--- src/rtl/patgen_pkg.sv ---
// Shared types and helpers for the pattern generator.
// Holds the FSM state enumeration and the bit-counter width function.
// Optional macro: PATGEN_PARITY_EN adds the PAR state.
package patgen_pkg;

`ifdef PATGEN_PARITY_EN
  typedef enum logic [1:0] {
    IDLE  = 2'd0,
    SHIFT = 2'd1,
    PAR   = 2'd2
  } state_t;
`else
  typedef enum logic [0:0] {
    IDLE  = 1'b0,
    SHIFT = 1'b1
  } state_t;
`endif

  // Width of the bit-index counter: clog2(width), never below one bit.
  function automatic int cnt_w(input int width);
    return (width < 2) ? 1 : $clog2(width);
  endfunction

endpackage

--- src/rtl/patgen_div.sv ---
// Purpose : bit-period down-counter; emits a one-cycle tick every reload+1 enabled cycles.
// Latency : tick is combinational from the counter state; counter updates on rising clk.
// Backpr. : none; load has priority over counting and suppresses the tick.
// Ports   : clk, rst (async active-high), load/load_val (start of frame),
//           en (count while busy), reload_val (value restored on each tick), tick.
module patgen_div #(
  parameter int DIV_W = 4
) (
  input  logic             clk,
  input  logic             rst,
  input  logic             load,
  input  logic [DIV_W-1:0] load_val,
  input  logic             en,
  input  logic [DIV_W-1:0] reload_val,
  output logic             tick
);

  logic [DIV_W-1:0] cnt_q, cnt_d;

  assign tick = en && !load && (cnt_q == '0);

  always_comb begin
    cnt_d = cnt_q;
    if (load) begin
      cnt_d = load_val;
    end else if (en) begin
      if (cnt_q == '0) cnt_d = reload_val;
      else             cnt_d = cnt_q - DIV_W'(1);
    end
  end

  always_ff @(posedge clk or posedge rst) begin
    if (rst) cnt_q <= '0;
    else     cnt_q <= cnt_d;
  end

endmodule

--- src/rtl/patgen.sv ---
// Purpose : serial pattern generator, MSB first, each bit held DIV+1 cycles, one-shot or looping.
// Latency : first bit appears on bitstream the cycle after the START edge; outputs registered.
// Backpr. : none; START/LOAD ignored while busy, STOP aborts at the next edge.
// Ports   : CLK, RST (async active-high), LOAD/PATTERN, START, STOP, REPEAT, DIV,
//           bitstream, VALID, BUSY, DONE.
// Optional macro: PATGEN_PARITY_EN appends an even-parity bit after bit 0.
module patgen
  import patgen_pkg::*;
#(
  parameter int WIDTH = 8,
  parameter int DIV_W = 4
) (
  input  logic             CLK,
  input  logic             RST,
  input  logic             LOAD,
  input  logic [WIDTH-1:0] PATTERN,
  input  logic             START,
  input  logic             STOP,
  input  logic             REPEAT,
  input  logic [DIV_W-1:0] DIV,
  output logic             bitstream,
  output logic             VALID,
  output logic             BUSY,
  output logic             DONE
);

  localparam int CW = cnt_w(WIDTH);
  localparam logic [CW-1:0] LAST_IDX = CW'(WIDTH - 1);
  localparam logic [CW-1:0] ONE      = CW'(1);

  state_t           state_q, state_d;
  logic [WIDTH-1:0] pat_q, pat_d;
  logic [CW-1:0]    bit_q, bit_d;
  logic             bs_q, bs_d;
  logic             done_q, done_d;
  logic             rep_q, rep_d;
  logic [DIV_W-1:0] div_q, div_d;

  logic busy;
  logic start_ok;
  logic tick;
  logic eof;

  assign busy     = (state_q != IDLE);
  assign start_ok = (state_q == IDLE) && START;

  // Start loads the live DIV; every later tick reloads the value latched at start.
  patgen_div #(.DIV_W(DIV_W)) u_div (
    .clk        (CLK),
    .rst        (RST),
    .load       (start_ok),
    .load_val   (DIV),
    .en         (busy),
    .reload_val (div_q),
    .tick       (tick)
  );

  always_comb begin
    state_d = state_q;
    pat_d   = pat_q;
    bit_d   = bit_q;
    bs_d    = bs_q;
    done_d  = 1'b0;
    rep_d   = rep_q;
    div_d   = div_q;
    eof     = 1'b0;

    case (state_q)
      IDLE: begin
        bs_d = 1'b0;
        if (LOAD) pat_d = PATTERN;
        if (START) begin
          state_d = SHIFT;
          bit_d   = LAST_IDX;
          rep_d   = REPEAT;
          div_d   = DIV;
          // A same-cycle LOAD must be visible in the very first bit.
          bs_d    = LOAD ? PATTERN[WIDTH-1] : pat_q[WIDTH-1];
        end
      end

      SHIFT: begin
        if (STOP) begin
          state_d = IDLE;
          bs_d    = 1'b0;
          bit_d   = '0;
        end else if (tick) begin
          if (bit_q != '0) begin
            bit_d = bit_q - ONE;
            bs_d  = pat_q[bit_d];
          end else begin
`ifdef PATGEN_PARITY_EN
            state_d = PAR;
            bs_d    = ^pat_q;
`else
            eof = 1'b1;
`endif
          end
        end
      end

`ifdef PATGEN_PARITY_EN
      PAR: begin
        if (STOP) begin
          state_d = IDLE;
          bs_d    = 1'b0;
          bit_d   = '0;
        end else if (tick) begin
          eof = 1'b1;
        end
      end
`endif

      default: begin
        state_d = IDLE;
        bs_d    = 1'b0;
        bit_d   = '0;
      end
    endcase

    // STOP is handled above, so eof only fires on an unaborted frame end.
    if (eof) begin
      if (rep_q) begin
        state_d = SHIFT;
        bit_d   = LAST_IDX;
        bs_d    = pat_q[WIDTH-1];
      end else begin
        state_d = IDLE;
        bit_d   = '0;
        bs_d    = 1'b0;
        done_d  = 1'b1;
      end
    end
  end

  always_ff @(posedge CLK or posedge RST) begin
    if (RST) begin
      state_q <= IDLE;
      pat_q   <= '0;
      bit_q   <= '0;
      bs_q    <= 1'b0;
      done_q  <= 1'b0;
      rep_q   <= 1'b0;
      div_q   <= '0;
    end else begin
      state_q <= state_d;
      pat_q   <= pat_d;
      bit_q   <= bit_d;
      bs_q    <= bs_d;
      done_q  <= done_d;
      rep_q   <= rep_d;
      div_q   <= div_d;
    end
  end

  assign bitstream = bs_q;
  assign BUSY      = busy;
  assign VALID     = busy;
  assign DONE      = done_q;

endmodule

--- config.mk ---
export PLATFORM = sky130hd
export DESIGN_NAME = patgen
export DESIGN_NICKNAME = d
export VERILOG_FILES = /design/src/rtl/patgen_pkg.sv /design/src/rtl/patgen_div.sv /design/src/rtl/patgen.sv
export SDC_FILE = /design/constraint.sdc
export NUM_CORES = 1
export LEC_CHECK = 0
export CAP_MARGIN = 10
export CELL_PAD_IN_SITES_DETAIL_PLACEMENT = 0
export CELL_PAD_IN_SITES_GLOBAL_PLACEMENT = 2
export CORE_MARGIN = 10
export CORE_UTILIZATION = 32
export CTS_CLUSTER_SIZE = 25
export DETAILED_ROUTE_END_ITERATION = 8
export GPL_ROUTABILITY_DRIVEN = 0
export PLACE_DENSITY_LB_ADDON = 0.05
export SYNTH_ARGS = -nofsm -noshare
export SYNTH_HDL_FRONTEND = slang
export SYNTH_SLANG_ARGS = --single-unit
--- constraint.sdc ---
create_clock -name CLK -period 2.25 [get_ports CLK]
set_clock_uncertainty 0.15 [all_clocks]
set_input_delay 0.45 -clock CLK [delete_from_list [all_inputs] [get_ports CLK]]
set_output_delay 0.45 -clock CLK [all_outputs]
set_load 0.05 [all_outputs]
==> flow_metrics.py <==
metrics = {
    "layout": {
        "instances_no_fill": 190,
        "areaGrowthSynthToFinish_pct": 25.98,
        "finish.utilization_pct": 41.59,
        "seq_area_um2": 575.6,
        "fillCellCount": 381,
        "nets": 165,
        "num_antenna_cells": 0,
        "drive_gt1_share_pct": 14.79,
        "multiInputGateArea_um2": 576.8,
    },
    "timing": {
        "slew_headroom_pct": 65.35,
        "grt_setup_unrepaired": "false",
        "max_slew.worst_pin.slew_ns": 0.5197,
        "worst_slack_ns": 0.1563,
        "fin_crit_sh_pct": 93.05,
        "min_period_ns": 2.094,
        "setup_violations": 0,
        "max_freq_mhz": 477.6,
        "tns_ns": 0,
        "maxSlewViolCount": 0,
        "hold_violations": 0,
        "hold_ws_ns": 0.3268,
    },
    "global_route": {
        "grt_pass1_vias": 893,
        "grt_pass1_wl_mm": 4.498,
        "grt_usage_pct": 8.624,
        "antenna_found_initial": 0,
        "grt_max_degree": 24,
        "grt_overflow": 0,
    },
    "yosys": {
        "netlist.area_leader.share_pct": 47.62,
        "synthArstFlopShare_pct": 100.0,
        "yosysTopAreaCell": "dfrtp_1",
        "synth.distinct_cells": 31,
        "synth_edf_count": 0,
        "synth_area_leaders": "dfrtp_1 (48%), mux2_2 (8.4%), nand2_1 (5.0%)",
        "syn_area_per_cell_um2": 10.24,
        "syn_inst": 118,
        "syn-cell-area_um2": 1209,
        "synth_nets": 140,
        "synthMostInstantiatedCell": "dfrtp_1",
        "ys.flop_type": "dfrtp_1",
        "synth-seq-area-share_pct": 47.62,
        "ys_top_cells_by_count": "dfrtp_1 (23), nand2_1 (16), nor2_1 (14)",
        "ys.warnings.count": 0,
        "synth_seq_cells": 23,
    },
    "critical_path": {
        "r2r-end": "bitstream$_DFFE_PP0P_",
        "start_kind": "flip-flop",
        "reg2reg_slack_ns": 0.16,
        "endpoint_kind": "flip-flop",
        "cp.arrival_ns": 2.08,
        "rr_startpoint": "bit_q[0]$_DFFE_PP0P_",
        "required_ns": 2.24,
        "slowest_stage": "mux4_2",
        "critical_path_cell_count": 6,
        "critPathCapture": "bitstream$_DFFE_PP0P_",
        "crit_family": "multiplexers",
        "worst-setup-path-type": "flip-flop to flip-flop",
        "max_stage_delay_ns": 0.51,
        "reg2reg_depth": 6,
        "critPathLaunch": "bit_q[0]$_DFFE_PP0P_",
        "critPathBufInv": 1,
        "critical_path.cell_chain": "inv_1 > ha_1 > mux4_2 > nand2b_1 > o311ai_1 > o221ai_1",
        "crit_fanout": 5,
    },
    "worst_hold_path": {
        "worst_hold_path_type": "flip-flop to flip-flop",
    },
    "detailed_routing": {
        "antenna_left": 0,
        "wl_met3_um": 145,
        "drt-met1-wl_mm": 1.409,
        "routed.top_layer": "met4",
        "vias": 903,
        "routed_wl_mm": 2.682,
        "drtIter0Drc": 43,
        "firstDrtPassIters": 4,
        "wl_per_cell_um": 14.12,
        "route.met2.wl_mm": 1.094,
        "via_per_inst": 4.753,
        "drc": 0,
    },
    "placed_design": {
        "preCtsSetupSlack_ns": 0.1492,
        "io_buffers": 21,
        "hpwlAfterDp_mm": 2.087,
        "placedCellCount": 186,
    },
    "die": {
        "start_util_pct": 33.01,
        "rows": 22,
        "core_area_um2": 3661,
        "die_height_um": 81.46,
        "ioPinCount": 22,
        "die_area_um2": 6635,
        "die_x_um": 81.46,
    },
    "clock_tree": {
        "cts_tree": "done",
        "clk_pin_slew_ns": 0.09,
        "cts-root-buf": "clkbuf_8",
        "numCtsBuffers": 3,
        "cts_sinks": 23,
        "worstSkewPairLatency_ns": 0.27,
        "cts_buffer_depth": 2,
        "postCtsSetupBuffers": 0,
        "cts_htree_levels": 1,
        "holdBufCountCts": 0,
        "cts.repair.resized": 0,
    },
    "power": {
        "p_per_area_nw_per_um2": 888.4,
        "vdd_drop_max_mv": 0.3232,
        "power_leakage_nw": 0.6662,
    },
    "flow_run": {
        "drv_cap": 0,
    },
    "outcome": {
        "status": "complete, no violations",
    },
}
==> per-stage QoR <==
| stage | area [um^2] | power, mW |
|---|---|---|
| floorplan | 1209 | 0.9598 |
| global placement | 1474 | 1.095 |
| detailed placement | 1474 | 1.094 |
| CTS | 1523 | 1.375 |
| global route | 1523 | 1.460 |
| finish | 1523 | 1.353 |
==> tightest hold or removal path: cells and delay by family (launching register included) <==
kind             cells  cell delay [ns]
flip-flops           1             0.35
AND/OR/NAND/NOR      2             0.11
==> cell type report <==
| class | instances | area share [%] |
|---|---|---|
| repair buffers | 25 | 15.45 |
| flip-flops and latches | 23 | 37.80 |
| inverters | 7 | 1.726 |
| well taps | 48 | 3.944 |
| clock buffers | 3 | 2.712 |
| clock inverters | 1 | 0.4930 |
| multi-input cells | 83 | 37.88 |
==> cells in the final DEF (no fill, tap or decap) <==
master            n
a2111oi_4         1
a211oi_1          2
a21o_1            1
a21oi_1           6
a2bb2oi_1         1
a31oi_1           1
buf_4             6
clkbuf_8          3
clkdlybuf4s50_1  19
clkinvlp_4        1
dfrtp_1          23
ha_1              4
inv_1             7
mux2_2            9
mux2i_1           4
mux4_2            1
nand2_1          16
nand2b_1          3
nand3_1           1
nor2_1           14
nor2b_1           3
nor3_1            1
nor3b_1           1
o21a_1            1
o21ai_0           4
o21ai_1           1
o221ai_1          1
o22a_1            3
o22ai_1           1
o311ai_1          1
o41ai_1           1
or3b_1            1
==> kinds of logic (layout without fill, tap and decap cells) <==
group / count (synthesis) / count (layout) / share of synthesized area [%]
flops: 23 / 23 / 47.62
simple gates: 40 / 40 / 14.60
buf+inv: 12 / 36 / 4.659
mux: 14 / 14 / 13.56
fa+ha+maj: 4 / 4 / 4.141
compound gates: 25 / 25 / 15.43
==> worst min-delay path by stage <==
stage	depth (start not counted)	startpoint	to	slack, ns
2_1_floorplan	2	div_q[0]$_DFFE_PP0P_	div_q[0]$_DFFE_PP0P_	0.29
3_3_place_gp	2	div_q[2]$_DFFE_PP0P_	div_q[2]$_DFFE_PP0P_	0.32
3_5_place_dp	2	div_q[1]$_DFFE_PP0P_	div_q[1]$_DFFE_PP0P_	0.31
4_1_cts	2	div_q[1]$_DFFE_PP0P_	div_q[1]$_DFFE_PP0P_	0.34
5_1_grt	2	div_q[1]$_DFFE_PP0P_	div_q[1]$_DFFE_PP0P_	0.36
6_report	2	div_q[1]$_DFFE_PP0P_	div_q[1]$_DFFE_PP0P_	0.33
==> flip-flops by register name, summed over array words and instances (netlist names) <==
register	cells
BUSY	1
DONE	1
bit_q	3
bitstream	1
div_q	4
pat_q	8
rep_q	1
u_div.cnt_q	4
==> per-layer routing <==
layer / track usage [%] / vias up
met5: 0 / -
met4: 3.633 / 0
met3: 1.965 / 4
met2: 11.61 / 18
met1: 12.70 / 425
li1: - / 456
==> where the power goes <==
part	internal (mW)	switching, mW
clock network	0.126	0.148
logic	0.235	0.233
registers	0.514	0.0977
total	0.875	0.478
(Power assumes the default switching activity.)
